File: src/rtl/mem_access_unit.sv
// mem_access_unit: accepts one load/store request at a time and runs it against a
// single-port memory with an ack-based wait-state handshake. Halfword stores are a
// read-modify-write pair, halfword loads are sign-extended, and every request ends
// with a one-cycle response pulse for the control FSM.
//
// Each memory phase is followed by exactly one cycle with mem_en low (the "done"
// cycle). This cycle gives the one-cycle gap between the RMW read and write phases.
// It also sets the fixed accept-to-response latency.
module mem_access_unit #(
    parameter int unsigned TIMEOUT = 15,  // max un-acked mem_en cycles, 1..255
    parameter int unsigned AW      = 30
) (
    input  logic          clk,
    input  logic          rst_n,
    input  logic          req_valid,
    output logic          req_ready,
    input  logic          req_write,
    input  logic          req_half,
    input  logic [31:0]   req_addr,
    input  logic [31:0]   req_wdata,
    output logic          resp_valid,
    output logic          resp_err,
    output logic [31:0]   resp_rdata,
    output logic          mem_en,
    output logic          mem_we,
    output logic [AW-1:0] mem_addr,
    output logic [31:0]   mem_wdata,
    input  logic [31:0]   mem_rdata,
    input  logic          mem_ack
);

    localparam logic [2:0] IDLE   = 3'd0;
    localparam logic [2:0] RD     = 3'd1;
    localparam logic [2:0] WR     = 3'd2;
    localparam logic [2:0] RMW_RD = 3'd3;
    localparam logic [2:0] RMW_WR = 3'd4;
    localparam logic [2:0] RESP   = 3'd5;

    // Last counter value before the access is abandoned.
    localparam logic [7:0] TimeoutLast = 8'(TIMEOUT - 1);

    logic [2:0]    stateQ, stateD;
    logic          doneQ;      // memory phase finished, mem_en is in its low cycle
    logic [7:0]    cntQ;
    logic          addr1Q;     // selects the upper halfword
    logic          halfQ;
    logic [15:0]   wdataQ;     // halfword store data for the RMW merge
    logic          errQ;
    logic [31:0]   stageQ;     // result presented on resp_rdata at the next response
    logic [31:0]   rdataQ;
    logic          memEnQ;
    logic          memWeQ;
    logic [AW-1:0] memAddrQ;
    logic [31:0]   memWdataQ;

    logic          accept;
    logic          misaligned;
    logic          inMem;
    logic          ackEvt;
    logic          toEvt;
    logic          finish;
    logic          startWrPhase;
    logic [AW-1:0] reqWordAddr;
    logic [15:0]   loadHalf;
    logic [31:0]   loadValue;
    logic [31:0]   mergedWord;

    // Request decode, handshake events and data-path selects.
    always_comb begin
        accept       = (stateQ == IDLE) && req_valid;
        misaligned   = req_half ? req_addr[0] : (req_addr[1:0] != 2'b00);
        reqWordAddr  = AW'(req_addr[31:2]);
        inMem        = (stateQ == RD) || (stateQ == WR) ||
                       (stateQ == RMW_RD) || (stateQ == RMW_WR);
        // memEnQ is only ever high in a memory state, so ack is ignored elsewhere.
        ackEvt       = memEnQ && mem_ack;
        toEvt        = memEnQ && !mem_ack && (cntQ == TimeoutLast);
        finish       = inMem && doneQ;
        startWrPhase = finish && (stateQ == RMW_RD) && !errQ;
        loadHalf     = addr1Q ? mem_rdata[31:16] : mem_rdata[15:0];
        loadValue    = halfQ ? {{16{loadHalf[15]}}, loadHalf} : mem_rdata;
        mergedWord   = addr1Q ? {wdataQ, mem_rdata[15:0]} : {mem_rdata[31:16], wdataQ};
    end

    // Next-state logic.
    always_comb begin
        stateD = stateQ;
        case (stateQ)
            IDLE: begin
                if (accept) begin
                    if (misaligned) begin
                        stateD = RESP;
                    end else if (!req_write) begin
                        stateD = RD;
                    end else if (!req_half) begin
                        stateD = WR;
                    end else begin
                        stateD = RMW_RD;
                    end
                end
            end
            RD, WR, RMW_RD, RMW_WR: begin
                if (doneQ) begin
                    stateD = startWrPhase ? RMW_WR : RESP;
                end
            end
            RESP:    stateD = IDLE;
            default: stateD = IDLE;
        endcase
    end

    // State register.
    always_ff @(posedge clk or negedge rst_n) begin
        if (!rst_n) begin
            stateQ <= IDLE;
        end else begin
            stateQ <= stateD;
        end
    end

    // Marks the single mem_en-low cycle that follows an ack or a timeout.
    always_ff @(posedge clk or negedge rst_n) begin
        if (!rst_n) begin
            doneQ <= 1'b0;
        end else if (ackEvt || toEvt) begin
            doneQ <= 1'b1;
        end else if (finish) begin
            doneQ <= 1'b0;
        end
    end

    // Wait-state counter: cleared at the start of each phase, counts un-acked cycles.
    always_ff @(posedge clk or negedge rst_n) begin
        if (!rst_n) begin
            cntQ <= '0;
        end else if (accept || startWrPhase) begin
            cntQ <= '0;
        end else if (memEnQ && !mem_ack) begin
            cntQ <= cntQ + 8'd1;
        end
    end

    // Request fields needed after accept; the requester is free to change its inputs.
    always_ff @(posedge clk or negedge rst_n) begin
        if (!rst_n) begin
            addr1Q <= 1'b0;
            halfQ  <= 1'b0;
            wdataQ <= '0;
        end else if (accept) begin
            addr1Q <= req_addr[1];
            halfQ  <= req_half;
            wdataQ <= req_wdata[15:0];
        end
    end

    // Registered memory interface; held stable until ack or timeout.
    always_ff @(posedge clk or negedge rst_n) begin
        if (!rst_n) begin
            memEnQ    <= 1'b0;
            memWeQ    <= 1'b0;
            memAddrQ  <= '0;
            memWdataQ <= '0;
        end else begin
            if (accept && !misaligned) begin
                memEnQ   <= 1'b1;
                memWeQ   <= req_write && !req_half;
                memAddrQ <= reqWordAddr;
                if (req_write && !req_half) begin
                    memWdataQ <= req_wdata;
                end
            end else if (startWrPhase) begin
                memEnQ <= 1'b1;
                memWeQ <= 1'b1;
            end else if (ackEvt || toEvt) begin
                memEnQ <= 1'b0;
                memWeQ <= 1'b0;
            end
            if (ackEvt && (stateQ == RMW_RD)) begin
                memWdataQ <= mergedWord;
            end
        end
    end

    // Response error flag and load data; resp_rdata only changes when a response starts.
    always_ff @(posedge clk or negedge rst_n) begin
        if (!rst_n) begin
            errQ   <= 1'b0;
            stageQ <= '0;
            rdataQ <= '0;
        end else begin
            if (accept) begin
                errQ   <= misaligned;
                stageQ <= rdataQ;
                if (misaligned) begin
                    rdataQ <= '0;
                end
            end else begin
                if (toEvt) begin
                    errQ <= 1'b1;
                end
                if (stateQ == RD) begin
                    if (ackEvt) begin
                        stageQ <= loadValue;
                    end else if (toEvt) begin
                        stageQ <= '0;
                    end
                end
                if (finish && !startWrPhase) begin
                    rdataQ <= stageQ;
                end
            end
        end
    end

    assign req_ready  = (stateQ == IDLE);
    assign resp_valid = (stateQ == RESP);
    assign resp_err   = (stateQ == RESP) && errQ;
    assign resp_rdata = rdataQ;
    assign mem_en     = memEnQ;
    assign mem_we     = memWeQ;
    assign mem_addr   = memAddrQ;
    assign mem_wdata  = memWdataQ;

endmodule

File: config.mk
export PLATFORM = sky130hd
export DESIGN_NAME = mem_access_unit
export DESIGN_NICKNAME = d
export VERILOG_FILES = /design/src/rtl/mem_access_unit.sv
export SDC_FILE = /design/constraint.sdc
export NUM_CORES = 1
export LEC_CHECK = 0
export ABC_AREA = 1
export BUFFER_PORTS_ARGS = -buffer_cell sky130_fd_sc_hd__buf_2
export CAP_MARGIN = 25
export CORE_MARGIN = 2
export CORE_UTILIZATION = 56
export CTS_BUF_LIST = sky130_fd_sc_hd__clkbuf_2
export DETAILED_ROUTE_END_ITERATION = 8
export GPL_ROUTABILITY_DRIVEN = 0
export PLACE_DENSITY = 0.81
export SKIP_LAST_GASP = 1
export SYNTH_ARGS = -nofsm -noshare
export SYNTH_HDL_FRONTEND = slang
export SYNTH_SLANG_ARGS = --single-unit
File: constraint.sdc
create_clock -name clk -period 3.65 [get_ports clk]
set_input_delay 0.1825 -clock clk [delete_from_list [all_inputs] [get_ports clk]]
set_output_delay 0.1825 -clock clk [all_outputs]
set_load 0.05 [all_outputs]
==> flow_metrics.py <==
metrics = {
    "logic_synthesis": {
        "synth-main-ff-cell": "dfrtp_1",
        "yosysWarnings": 0,
        "synth_cell_type_count": 28,
        "async_reset_ff_share_pct": 100,
        "synth-edff-count": 0,
        "syn_area_sq_um": 8000,
        "netlist_instances": 1093,
        "ys_seq_elements": 159,
        "yosys.area.top_type": "dfrtp_1",
        "ys_seq_area_share_pct": 49.7,
        "synth_nets": 1197,
        "syn_avg_cell_area_sq_um": 7.32,
        "post-synth-top-area-fraction_pct": 49.7,
        "yosys-top-cells-count": "nand2_1 (495), dfrtp_1 (159), o21ai_0 (100)",
        "yosysMostFrequentCell": "nand2_1",
        "ys_top_cells_by_area": "dfrtp_1 (50%), nand2_1 (23%), o21ai_0 (6.3%)",
    },
    "min_path": {
        "hp-class": "primary input to async pin",
    },
    "placement": {
        "place_hpwl_um": 15700,
        "place_ws_ps": 1350,
        "io_buffer_count": 200,
    },
    "sta": {
        "min_period_ps": 2530,
        "setup_viol": 0,
        "final_max_slew_viol_count": 0,
        "max_freq_ghz": 0.396,
        "fin_ws_ps": 1120,
        "rsz0062_at_grt": "false",
        "max_slew_margin_pct": 29.6,
        "finalCritPeriodShare_pct": 69.2,
        "fin_setup_tns_ps": 0,
        "skew_ps": 35.9,
        "hold_viol": 0,
        "tightest_slew_ps": 1050,
    },
    "floorplanning": {
        "core.rowCount": 43,
        "core_sq_um": 13900,
        "dieArea_sq_um": 15300,
        "io_pins": 201,
        "die_y_um": 124,
        "start_util_pct": 57.4,
        "die_w_um": 124,
    },
    "route": {
        "wl_um": 26600,
        "drtIter0Drc": 866,
        "postRouteAntennaNets": 0,
        "post_drt_wl_per_cell_um": 16.9,
        "viasPerCell": 5.55,
        "via_count": 8718,
        "dr.pass1.iters": 7,
        "route.detailed.drc": 0,
    },
    "cts": {
        "cts-root-buf": "clkbuf_2",
        "numCtsBuffers": 17,
        "cts_tree": "yes",
        "clk_pin_slew_ps": 230,
        "clk_latency_ps": 750,
        "cts_setup_buffers": 0,
        "cts_sinks": 159,
        "max-clock-path-buffers": 2,
        "h-tree-depth": 4,
    },
    "layout": {
        "drive_above_1_share_pct": 19.1,
        "syn_to_final_growth_pct": 31.7,
        "finish.utilization_pct": 75.6,
        "nets": 1482,
        "n_antenna_cell": 0,
    },
    "setup_path": {
        "cp-start-kind": "register",
        "path_class": "register to register",
        "reg2reg_depth": 9,
        "required_ps": 4360,
        "end_kind": "register",
        "worstPathMaxFanout": 64,
        "arrival_ps": 3230,
        "r2r-end": "mem_wdata[31]",
        "worstReg2RegStart": "stateQ[2]",
        "r2r_setup_slack_ps": 1120,
    },
    "power": {
        "leakage_uw": 0.00597,
        "peakVddDrop_mv": 0.546,
        "powerDensity_nw_per_um2": 766,
    },
    "global_route": {
        "antenna_found_initial": 0,
        "grt_pass1_wl_um": 41500,
        "track_usage_pct": 35.5,
        "grt_max_degree": 91,
        "grt_pass1_vias": 8255,
        "grt-ovfl-total": 0,
    },
    "run": {
        "maxCapViolCount": 0,
    },
    "status": {
        "status": "complete, no violations",
    },
}
==> worst max-delay path by stage <==
stage                   start            end  slack, ps  depth (start not counted)
finish              stateQ[2]  mem_wdata[31]       1120                          9
global route        stateQ[2]  mem_wdata[27]        920                          9
CTS                 stateQ[2]  mem_wdata[24]       1220                          9
detailed placement  stateQ[1]         mem_we       1350                          7
floorplan           stateQ[1]       resp_err       1480                          1
global placement    stateQ[1]         mem_we       1400                          7
==> per-stage QoR <==
stage | power (uW) | area [sq um] | hold slack (ps) | cells
final | 8060 | 10500 | 35.1 | 1571
after global routing | 8490 | 10500 | 80.3 | 1571
after CTS | 7930 | 10500 | 43.9 | 1571
after detailed placement | 6630 | 9050 | 308 | 1422
after global placement | 6550 | 9050 | 316 | 1422
after floorplan | 5590 | 8000 | -113 | 1093
==> layout make-up <==
type / instances / area, sq um
Fill cell: 1009 / 3400
Clock inverter: 14 / 215
Inverter: 61 / 229
Multi-Input combinational cell: 803 / 3470
Tap cell: 180 / 225
Sequential cell: 159 / 3980
Timing Repair Buffer: 336 / 2320
Clock buffer: 18 / 90.1
==> state kept, by name (all words and copies together), names as in the netlist, 3 cells and up <==
| register | flops |
|---|---|
| stageQ | 32 |
| mem_addr | 30 |
| stateQ | 3 |
| wdataQ | 16 |
| resp_rdata | 32 |
| cntQ | 8 |
| mem_wdata | 32 |
==> critical path, stage by stage (launching register included) <==
cell and delay (ps):
dfrtp_1 460, inv_1 180, nand3_1 190, nor2_4 150
buf_4 500, nor2_1 80, a21oi_1 140, dlygate4sd3_1 570
nand2_1 90, nand2_1 120
==> layout by cell type (no fill, tap or decap), types with 18 or more instances in the layout <==
cell type and n:
o21ai_0 100, nand4_1 35, clkbuf_2 18, buf_2 199, dfrtp_1 159, buf_4 19, nand3_1 72, nor2_1 44
nand2_1 495, inv_1 55, a21oi_1 30, dlygate4sd3_1 117
==> power breakdown <==
part	internal (uW)	switching, uW
clock network	520	655
registers	2340	384
logic	976	3180
==> what timing repair did <==
action / in CTS / in global routing
hold buffers: 117 / 0
hold endpoints to repair: 206 / 0
resized for setup: 0 / 0
==> metal layers <==
layer	global-route usage, %	wire length [um]	part of all wire [%]	vias to the layer above
met5	0	0	0	-
met4	17.8	994	3.7	0
met3	8.63	2840	11	89
met2	56.6	12500	47	530
met1	45.4	10200	38	4052
li1	-	-	-	4047
==> cells by family (layout without fill, tap and decap cells) <==
logic type                 after synthesis  in the layout  share of synthesized area, %
xor gates and xnor gates                 1              1                         0.110
DFF                                    159            159                          49.7
AOI/OAI and AO/OA                      136            136                          8.71
buffers and inverters                  131            429                          7.09
adders and majority gates                2              2                         0.313
and+or+nand+nor                        664            664                          34.0
Note: power is estimated with default switching activity, not from simulation.
